<file path="config.mk">
export PLATFORM = sky130hd
export DESIGN_NAME = if_fetch_unit_flat
export DESIGN_NICKNAME = d
export VERILOG_FILES = /design/src/rtl/if_fetch_unit_if.sv /design/src/rtl/if_fetch_unit.sv /design/src/flat_wrapper.sv
export SDC_FILE = /design/constraint.sdc
export NUM_CORES = 1
export LEC_CHECK = 0
export CORE_UTILIZATION = 40
export CTS_CLUSTER_SIZE = 10
export DETAILED_ROUTE_END_ITERATION = 8
export GPL_TIMING_DRIVEN = 0
export PLACE_DENSITY = 0.69
export SLEW_MARGIN = 20
export SYNTH_ARGS = -nofsm -noshare
export SYNTH_HDL_FRONTEND = slang
export SYNTH_SLANG_ARGS = --single-unit
</file>
<file path="constraint.sdc">
create_clock -name clk -period 8.1 [get_ports clk]
set_clock_uncertainty 0.05 [all_clocks]
set_input_delay 1.62 -clock clk [delete_from_list [all_inputs] [get_ports clk]]
set_output_delay 1.62 -clock clk [all_outputs]
set_load 0.01 [all_outputs]
</file>
<file path="src/rtl/if_fetch_unit_if.sv">
// Bundle between the instruction fetch unit, the PC generator, the
// instruction bus and decode. The fetch unit uses the master side.
interface if_fetch_unit_if #(
  parameter int AW = 32
);
  logic          pc_valid;
  logic [AW-1:0] pc;
  logic          pc_ready;
  logic          flush;
  logic          inst_req;
  logic          inst_wr;
  logic [1:0]    inst_size;
  logic [AW-1:0] inst_addr;
  logic [31:0]   inst_wdata;
  logic          inst_addr_ok;
  logic          inst_data_ok;
  logic [31:0]   inst_rdata;
  logic          out_valid;
  logic [AW-1:0] out_pc;
  logic [31:0]   out_inst;
  logic          out_adel;
  logic          out_ready;

  modport master (
    input  pc_valid, pc, flush, inst_addr_ok, inst_data_ok, inst_rdata, out_ready,
    output pc_ready, inst_req, inst_wr, inst_size, inst_addr, inst_wdata,
           out_valid, out_pc, out_inst, out_adel
  );

  modport slave (
    output pc_valid, pc, flush, inst_addr_ok, inst_data_ok, inst_rdata, out_ready,
    input  pc_ready, inst_req, inst_wr, inst_size, inst_addr, inst_wdata,
           out_valid, out_pc, out_inst, out_adel
  );
endinterface

</file>
<file path="src/rtl/if_fetch_unit.sv">
// Instruction fetch unit: issues PCs as bus reads, keeps results in program
// order in a slot ring, and drops responses owed to fetches killed by flush.
module if_fetch_unit #(
  parameter int DEPTH = 2,
  parameter int AW    = 32
) (
  input  logic            clk,
  input  logic            reset,
  if_fetch_unit_if.master bus
);
  localparam int PW = $clog2(DEPTH);
  localparam int CW = PW + 1;

  typedef logic [PW-1:0] ptr_t;
  typedef logic [CW-1:0] cnt_t;

  // Slots are allocated in issue order; the index FIFO maps each bus beat to its slot.
  logic [AW-1:0]    slot_pc_q   [DEPTH];
  logic [31:0]      slot_inst_q [DEPTH];
  logic [DEPTH-1:0] slot_adel_q;
  logic [DEPTH-1:0] slot_done_q;
  ptr_t             idx_q       [DEPTH];

  ptr_t head_q, tail_q, ihead_q, itail_q;
  cnt_t cnt_q, cnt_d, icnt_q, icnt_d, disc_q, disc_d;

  cnt_t credit_s, disc_after_s, icnt_after_s;
  logic aligned_s, take_s, req_s, adel_take_s, push_req_s, push_s;
  logic beat_drop_s, beat_keep_s, valid_s, pop_s;

  always_comb begin
    credit_s     = cnt_q + disc_q;
    aligned_s    = (bus.pc[1:0] == 2'b00);
    take_s       = bus.pc_valid & ~bus.flush & ~reset & (credit_s < cnt_t'(DEPTH));
    req_s        = take_s & aligned_s;
    adel_take_s  = take_s & ~aligned_s;
    push_req_s   = req_s & bus.inst_addr_ok;
    push_s       = push_req_s | adel_take_s;
    beat_drop_s  = bus.inst_data_ok & (disc_q != {CW{1'b0}});
    beat_keep_s  = bus.inst_data_ok & (disc_q == {CW{1'b0}}) & (icnt_q != {CW{1'b0}});
    valid_s      = (cnt_q != {CW{1'b0}}) & slot_done_q[head_q];
    pop_s        = valid_s & bus.out_ready;
    disc_after_s = disc_q - cnt_t'(beat_drop_s);
    icnt_after_s = icnt_q - cnt_t'(beat_keep_s);
    // A flush turns every still-outstanding bus read into a beat to be thrown away.
    if (bus.flush) begin
      cnt_d  = {CW{1'b0}};
      icnt_d = {CW{1'b0}};
      disc_d = disc_after_s + icnt_after_s;
    end else begin
      cnt_d  = cnt_q + cnt_t'(push_s) - cnt_t'(pop_s);
      icnt_d = icnt_after_s + cnt_t'(push_req_s);
      disc_d = disc_after_s;
    end
  end

  assign bus.inst_req   = req_s;
  assign bus.pc_ready   = push_s;
  assign bus.inst_wr    = 1'b0;
  assign bus.inst_size  = 2'b10;
  assign bus.inst_wdata = 32'h0000_0000;
  assign bus.inst_addr  = reset ? {AW{1'b0}} : bus.pc;
  assign bus.out_valid  = valid_s;
  assign bus.out_pc     = valid_s ? slot_pc_q[head_q]   : {AW{1'b0}};
  assign bus.out_inst   = valid_s ? slot_inst_q[head_q] : 32'h0000_0000;
  assign bus.out_adel   = valid_s & slot_adel_q[head_q];

  always_ff @(posedge clk or posedge reset) begin
    if (reset) begin
      head_q      <= {PW{1'b0}};
      tail_q      <= {PW{1'b0}};
      ihead_q     <= {PW{1'b0}};
      itail_q     <= {PW{1'b0}};
      cnt_q       <= {CW{1'b0}};
      icnt_q      <= {CW{1'b0}};
      disc_q      <= {CW{1'b0}};
      slot_adel_q <= {DEPTH{1'b0}};
      slot_done_q <= {DEPTH{1'b0}};
      for (int i = 0; i < DEPTH; i++) begin
        slot_pc_q[i]   <= {AW{1'b0}};
        slot_inst_q[i] <= 32'h0000_0000;
        idx_q[i]       <= {PW{1'b0}};
      end
    end else begin
      cnt_q  <= cnt_d;
      icnt_q <= icnt_d;
      disc_q <= disc_d;
      if (bus.flush) begin
        head_q  <= {PW{1'b0}};
        tail_q  <= {PW{1'b0}};
        ihead_q <= {PW{1'b0}};
        itail_q <= {PW{1'b0}};
      end else begin
        // Misaligned fetches are complete on entry; aligned ones wait for their beat.
        if (push_s) begin
          slot_pc_q[tail_q]   <= bus.pc;
          slot_inst_q[tail_q] <= 32'h0000_0000;
          slot_adel_q[tail_q] <= ~aligned_s;
          slot_done_q[tail_q] <= ~aligned_s;
          tail_q              <= tail_q + ptr_t'(1'b1);
        end
        if (push_req_s) begin
          idx_q[itail_q] <= tail_q;
          itail_q        <= itail_q + ptr_t'(1'b1);
        end
        if (beat_keep_s) begin
          slot_inst_q[idx_q[ihead_q]] <= bus.inst_rdata;
          slot_done_q[idx_q[ihead_q]] <= 1'b1;
          ihead_q                     <= ihead_q + ptr_t'(1'b1);
        end
        if (pop_s) begin
          head_q <= head_q + ptr_t'(1'b1);
        end
      end
    end
  end
endmodule

</file>
<file path="src/flat_wrapper.sv">
// flat-port wrapper written by rule: the top's interface ports become plain ports
module if_fetch_unit_flat 
#(
  parameter int DEPTH = 2,
  parameter int AW    = 32
)
  (clk, reset, bus_pc_valid, bus_pc, bus_flush, bus_inst_addr_ok, bus_inst_data_ok, bus_inst_rdata, bus_out_ready, bus_pc_ready, bus_inst_req, bus_inst_wr, bus_inst_size, bus_inst_addr, bus_inst_wdata, bus_out_valid, bus_out_pc, bus_out_inst, bus_out_adel);
  if_fetch_unit_if #(.AW(AW)) bus_i ();
  input  logic clk;
  input  logic reset;
  input wire logic [$bits(bus_i.pc_valid)-1:0] bus_pc_valid;
  input wire logic [$bits(bus_i.pc)-1:0] bus_pc;
  input wire logic [$bits(bus_i.flush)-1:0] bus_flush;
  input wire logic [$bits(bus_i.inst_addr_ok)-1:0] bus_inst_addr_ok;
  input wire logic [$bits(bus_i.inst_data_ok)-1:0] bus_inst_data_ok;
  input wire logic [$bits(bus_i.inst_rdata)-1:0] bus_inst_rdata;
  input wire logic [$bits(bus_i.out_ready)-1:0] bus_out_ready;
  output wire logic [$bits(bus_i.pc_ready)-1:0] bus_pc_ready;
  output wire logic [$bits(bus_i.inst_req)-1:0] bus_inst_req;
  output wire logic [$bits(bus_i.inst_wr)-1:0] bus_inst_wr;
  output wire logic [$bits(bus_i.inst_size)-1:0] bus_inst_size;
  output wire logic [$bits(bus_i.inst_addr)-1:0] bus_inst_addr;
  output wire logic [$bits(bus_i.inst_wdata)-1:0] bus_inst_wdata;
  output wire logic [$bits(bus_i.out_valid)-1:0] bus_out_valid;
  output wire logic [$bits(bus_i.out_pc)-1:0] bus_out_pc;
  output wire logic [$bits(bus_i.out_inst)-1:0] bus_out_inst;
  output wire logic [$bits(bus_i.out_adel)-1:0] bus_out_adel;
  assign bus_i.pc_valid = bus_pc_valid;
  assign bus_i.pc = bus_pc;
  assign bus_i.flush = bus_flush;
  assign bus_i.inst_addr_ok = bus_inst_addr_ok;
  assign bus_i.inst_data_ok = bus_inst_data_ok;
  assign bus_i.inst_rdata = bus_inst_rdata;
  assign bus_i.out_ready = bus_out_ready;
  assign bus_pc_ready = bus_i.pc_ready;
  assign bus_inst_req = bus_i.inst_req;
  assign bus_inst_wr = bus_i.inst_wr;
  assign bus_inst_size = bus_i.inst_size;
  assign bus_inst_addr = bus_i.inst_addr;
  assign bus_inst_wdata = bus_i.inst_wdata;
  assign bus_out_valid = bus_i.out_valid;
  assign bus_out_pc = bus_i.out_pc;
  assign bus_out_inst = bus_i.out_inst;
  assign bus_out_adel = bus_i.out_adel;
  if_fetch_unit #(.DEPTH(DEPTH), .AW(AW)) u_core (.clk(clk), .reset(reset), .bus(bus_i));
endmodule
</file>
; ---- Word level (Yosys, flattened, before mapping)
; Cells that the tools add are included.
[word_totals]
register_bits = 144
word_cells = 128
out_inout_bits = 135
[classes]
magnitude_cmp = 14
add_sub_neg = 11
n_mux = 48
reduce_logical = 16
bitwise_logic = 24
[op_table]
columns = op, count
row1 = 32-bit 2-to-1 mux, 11
row2 = 64-bit 2-to-1 mux, 3
row3 = 64-bit bitwise mux, 2
row4 = 64-bit bitwise AND, 1
row5 = 32-bit demux with 1-bit select, 2
row6 = 64-bit inverter, 1
row7 = 1-bit 2-to-1 mux, 18
row8 = 2-bit nonzero test, 7
row9 = 1-bit bitwise AND, 12
row10 = 2-bit 2-to-1 mux, 6
row11 = 2-bit greater-or-equal comparator (second input constant), 5
row12 = 1-bit inverter with 2-bit output, 5
row13 = 2-bit bitwise mux, 3
row14 = 1-bit by 2-bit < comparator with 1-bit output (second input constant), 3
row15 = 2-bit by 1-bit < comparator with 1-bit output (second input constant), 3
row16 = 2-bit by 1-bit subtractor with 2-bit output, 3
row17 = 1-bit logical AND, 5
row18 = 1-bit adder (second input constant), 4
row19 = 2-bit by 1-bit adder with 2-bit output, 2
row20 = 2-bit adder, 2
row21 = 2-bit zero test, 2
row22 = 2-bit AND reduction, 2
row23 = 1-bit demux with 1-bit select, 3
row24 = 1-bit inverter, 3
row25 = other kinds (4), 5

; ---- Depth between registers and ports, before layout
[logic_depth]
word_depth = 11
depth_mapped = 9
depth_no_buf = 9

; ---- Worst setup path before layout
; No wires, ideal clock.
[synth_path]
path_type = input to register
startpoint = input reset
endpoint = register u_core.slot_pc_q[51] (netlist bit)
stages = 6
n_path_buf = 2
t_arrival_ps = 6273
setup_ps = 125
t_required_ps = 7925
slack_ps = 1652
path_cell_list = inv_1 nand2_2 or3_1 buf_6 buf_8 mux2_4
[synth_via]
elab_chain_cells = 7
elab_cells_between_ends = 8
cone_classes = bitwise (7) / reduce/logical (1)
[synth_lines]
columns = item, line_no
row1 = start: declaration, flat_wrapper.sv:10  ; input logic reset;
row2 = 1-bit inverter *, if_fetch_unit.sv:34  ; take_s = bus.pc_valid & ~bus.flush & ~reset & (credit_s < cnt_t'(DEPTH));
row3 = 1-bit bitwise AND * (2 in a row), if_fetch_unit.sv:34
row4 = 1-bit bitwise AND, if_fetch_unit.sv:35  ; req_s = take_s & aligned_s;
row5 = 1-bit bitwise AND, if_fetch_unit.sv:37  ; push_req_s = req_s & bus.inst_addr_ok;
row6 = 1-bit bitwise OR *, if_fetch_unit.sv:38  ; push_s = push_req_s | adel_take_s;
row7 = 2-bit AND reduction (no line) *, -
row8 = end signal: indexed assignment, if_fetch_unit.sv:80  ; slot_pc_q[i] <= {AW{1'b0}};
row9 = end signal: indexed assignment, if_fetch_unit.sv:96  ; slot_pc_q[tail_q] <= bus.pc;
row10 = end: declaration, if_fetch_unit.sv:18  ; logic [AW-1:0] slot_pc_q [DEPTH];
; Mark *: on every way between the ends. The rest lies on a longest branch, timed or not.
; A chain may end at the register's enable or synchronous reset.

; ---- Final worst setup path
[layout_path]
startpoint = input reset
endpoint = output bus_inst_addr[14]
[layout_via]
elab_chain_cells = 1
[layout_lines]
columns = item, line_no
row1 = 32-bit 2-to-1 mux, if_fetch_unit.sv:62  ; assign bus.inst_addr = reset ? {AW{1'b0}} : bus.pc;
row2 = end: declaration, flat_wrapper.sv:22  ; output wire logic [$bits(bus_i.inst_addr)-1:0] bus_inst_addr;
; No other way between the ends.

==> run_results.csv <==
group,metric,value,unit
layout,fin_cells,1203,
routing,drtPass1Iterations,7,
routing,wl,19400,µm
job,cap_violations,0,
routing,wl_per_cell,16.2,µm
layout,area_growth,38.1,%
timing,tightest_slew,0.999,ns
yosys,synthTopCellsByArea,"dfrtp_1 (49%), mux2i_1 (9.1%), mux2_2 (7.3%), nand2_1 (6.9%), o21ai_0 (4.4%)",
yosys,syn-cell-area,0.00741,mm²
routing,routed_via_density,4.91,
yosys,ys_ff_latch,144,
worst_setup_path,startpoint,"reset",
worst_setup_path,critPathArrivalTime,3.81,ns
die,die-width,138,µm
worst_setup_path,r2r_cells,5,
clocking,clk_pin_slew,0.06,ns
global_routing,grt_overflow,0,
worst_setup_path,critPathLaunchType,"input port",
global_routing,track_usage,21.0,%
clocking,tritoncts,"yes",
global_routing,antenna_found_initial,0,
clocking,cts.root.buffer_cell,"clkbuf_16",
global_routing,grt_util_met3,4.95,%
yosys,yosysMostFrequentCell,"dfrtp_1",
routing,drt_iter0_drc,380,
yosys,netlist_instances,738,
global_routing,first_global_vias,5907,
clocking,h-tree-depth,4,
timing,setup_tns,0,ns
placement,hpwl,13500,µm
die,start_util,41.0,%
worst_setup_path,reg2reg_from,"u_core.cnt_q[1]",
placement,dpl.cell_count,1171,
power,p_int,1820,µW
global_routing,grt-busiest-layer,"met2",
global_routing,grtUsageMet1,27.6,%
worst_setup_path,worstPathRequired,6.43,ns
layout,drive_gt1_share,15.7,%
timing,fin_crit_sh,67.6,%
yosys,syn_area_per_cell,10.0,µm²
die,die-area,0.0191,mm²
layout,fin_nets,1037,
timing,drv_slew,0,
yosys,synthTopCellsByCount,"dfrtp_1 (144), nand2_1 (137), nor2_1 (74)",
power,vdd_drop_max,0.148,mV
status,status,"complete, but fails checks",
clocking,clock_latency,0.42,ns
timing,setup_viol,0,
clocking,cts.sinks,144,
routing,dr_total_vias,5906,
power,p_leak,0.00434,µW
clocking,cts_made_buffers,17,
power,combPwrFrac,23.7,%
timing,relSlewSlack,33.4,%
yosys,synth_edf_count,0,
clocking,cts_setup_buffers,0,
status,violations,"design-rule violations",
power,power.density,243,mW/mm²
timing,fin_crit,5.48,ns
placement,io_buffers,170,
clocking,cts_resized,0,
clocking,hold_buffers,0,
die,row_count,49,
yosys,async_flop_share,100,%
die,core,0.0181,mm²
power,switching_share,26.8,%
yosys,synth_warnings,0,
placement,gp_congestion,0.817,
worst_setup_path,worstPathMaxFanout,10,
worst_setup_path,timing.critical_path.to,"bus_inst_addr[14]",
power,switchingPower,667,µW
die,io_pins,206,
timing,finalHoldViolCount,0,
global_routing,met2_usage,34.5,%
yosys,synth_cell_type_count,47,
global_routing,grt_first_pass_wirelength,31200,µm
worst_hold_path,worstHoldPathType,"flop to flop",
worst_setup_path,reg2reg_to,"u_core.slot_pc_q[35]",
layout,finish.utilization,56.6,%
timing,rsz0062_at_grt,"no",
worst_setup_path,rrSetupSlack,5.70,ns
routing,drc,38,
yosys,synth_top_area_share,48.6,%
yosys,seq_area_frac_synth,48.6,%
timing,holdWs,0.441,ns
yosys,synth_top_flop_cell,"dfrtp_1",
clocking,cts_buffer_depth,2,
worst_hold_path,hp-start,"u_core.slot_adel_q[0]",
worst_setup_path,critPathKind,"input port to primary output",
layout,diodes,0,
global_routing,grt_max_degree,79,
power,power.share.sequential,40.9,%
worst_setup_path,cp-end-kind,"primary output",
yosys,netlist.top_cell.by_area,"dfrtp_1",
power,clockPowerShare,35.4,%
timing,max_freq,183,MHz
die,die_y,138,µm
routing,ant_nets,0,
## power by group through the flow
stage,combinational [µW],clock (µW),sequential (µW)
2_1_floorplan,424,0,999
3_3_place_gp,578,0,1020
3_5_place_dp,593,0,1030
4_1_cts,596,896,1020
5_1_grt,650,922,1040
6_report,589,879,1020
## cell usage in the layout (no fill, tap or decap), drive strengths merged
cell and count:
nor2b 35, nand3 2, and4 1, nor3b 1, o22a 1, a21o 1, a31oi 1, a211o 1
xnor2 7, nor2 74, xor2 5, or3b 1, nor3 5, o311ai 1, clkinvlp 1, mux2i 67
o41ai 1, nand4 2, or2 2, mux2 66, inv 13, a2bb2oi 1, nor4b 2, bufinv 5
o21ai 68, nor4 5, clkbuf 50, ha 5, o211ai 1, buf 53, o21a 2, or3 2
dfrtp 144, clkdlybuf4s50 170, conb 35, nand2 138, or4 1, clkinv 4
## kinds of logic after synthesis
| logic type | after synthesis | share of synthesized area, % |
|---|---|---|
| AO/OA/AOI/OAI | 78 | 5.68 |
| XOR/XNOR | 12 | 1.62 |
| adder cells (fa/ha/maj) | 5 | 0.845 |
| buffers and inverters | 93 | 7.11 |
| flip-flops | 144 | 48.6 |
| multiplexers | 133 | 19.9 |
| other | 2 | 0.101 |
| AND/OR/NAND/NOR | 271 | 16.0 |
## registers in the layout, indices dropped and copies added, names as in the netlist
name,count
u_core.tail_q,1
u_core.idx_q,2
u_core.slot_done_q,2
u_core.slot_inst_q,64
u_core.cnt_q,2
u_core.head_q,1
u_core.ihead_q,1
u_core.disc_q,2
u_core.slot_adel_q,2
u_core.slot_pc_q,64
u_core.icnt_q,2
u_core.itail_q,1
## through the flow
step                      instance area (µm²)  setup slack, ns  power (µW)
after floorplan                          7530             1.65        1420
after global placement                   9520            -1.10        1600
after detailed placement                 9560             2.65        1620
after CTS                               10200             2.64        2510
after global routing                    10200             2.58        2610
final                                   10200             2.62        2480
## worst max-delay path, stage by stage
cell and delay [ns]:
clkdlybuf4s50_1 0.86, clkbuf_1 0.60, nor2b_1 0.19, clkdlybuf4s50_1 0.53
## final cells by class
cell class | instances | area, µm²
clock buffer | 20 | 467
buffer | 82 | 485
clock inverter | 12 | 203
multi-input combinational | 534 | 3410
tap | 229 | 287
fill | 1626 | 7860
sequential | 144 | 3600
timing repair buffer | 171 | 1730
inverter | 11 | 48.8
## layer usage
layer,share of wire (%),vias to the layer above
met3,6.4,14
met5,0,-
li1,-,2830
met2,48,209
met4,1.4,0
met1,44,2853
## worst min-delay path by stage
stage | end | slack, ns | cells after the start
4_1_cts | u_core.slot_adel_q[0] | 0.44 | 1
6_report | u_core.slot_adel_q[0] | 0.44 | 1
5_1_grt | u_core.slot_pc_q[16] | 0.46 | 1
2_1_floorplan | u_core.slot_adel_q[0] | 0.40 | 1
3_5_place_dp | u_core.slot_adel_q[0] | 0.42 | 1
3_3_place_gp | u_core.slot_adel_q[0] | 0.41 | 1
Power figures use the tool's default switching activity.
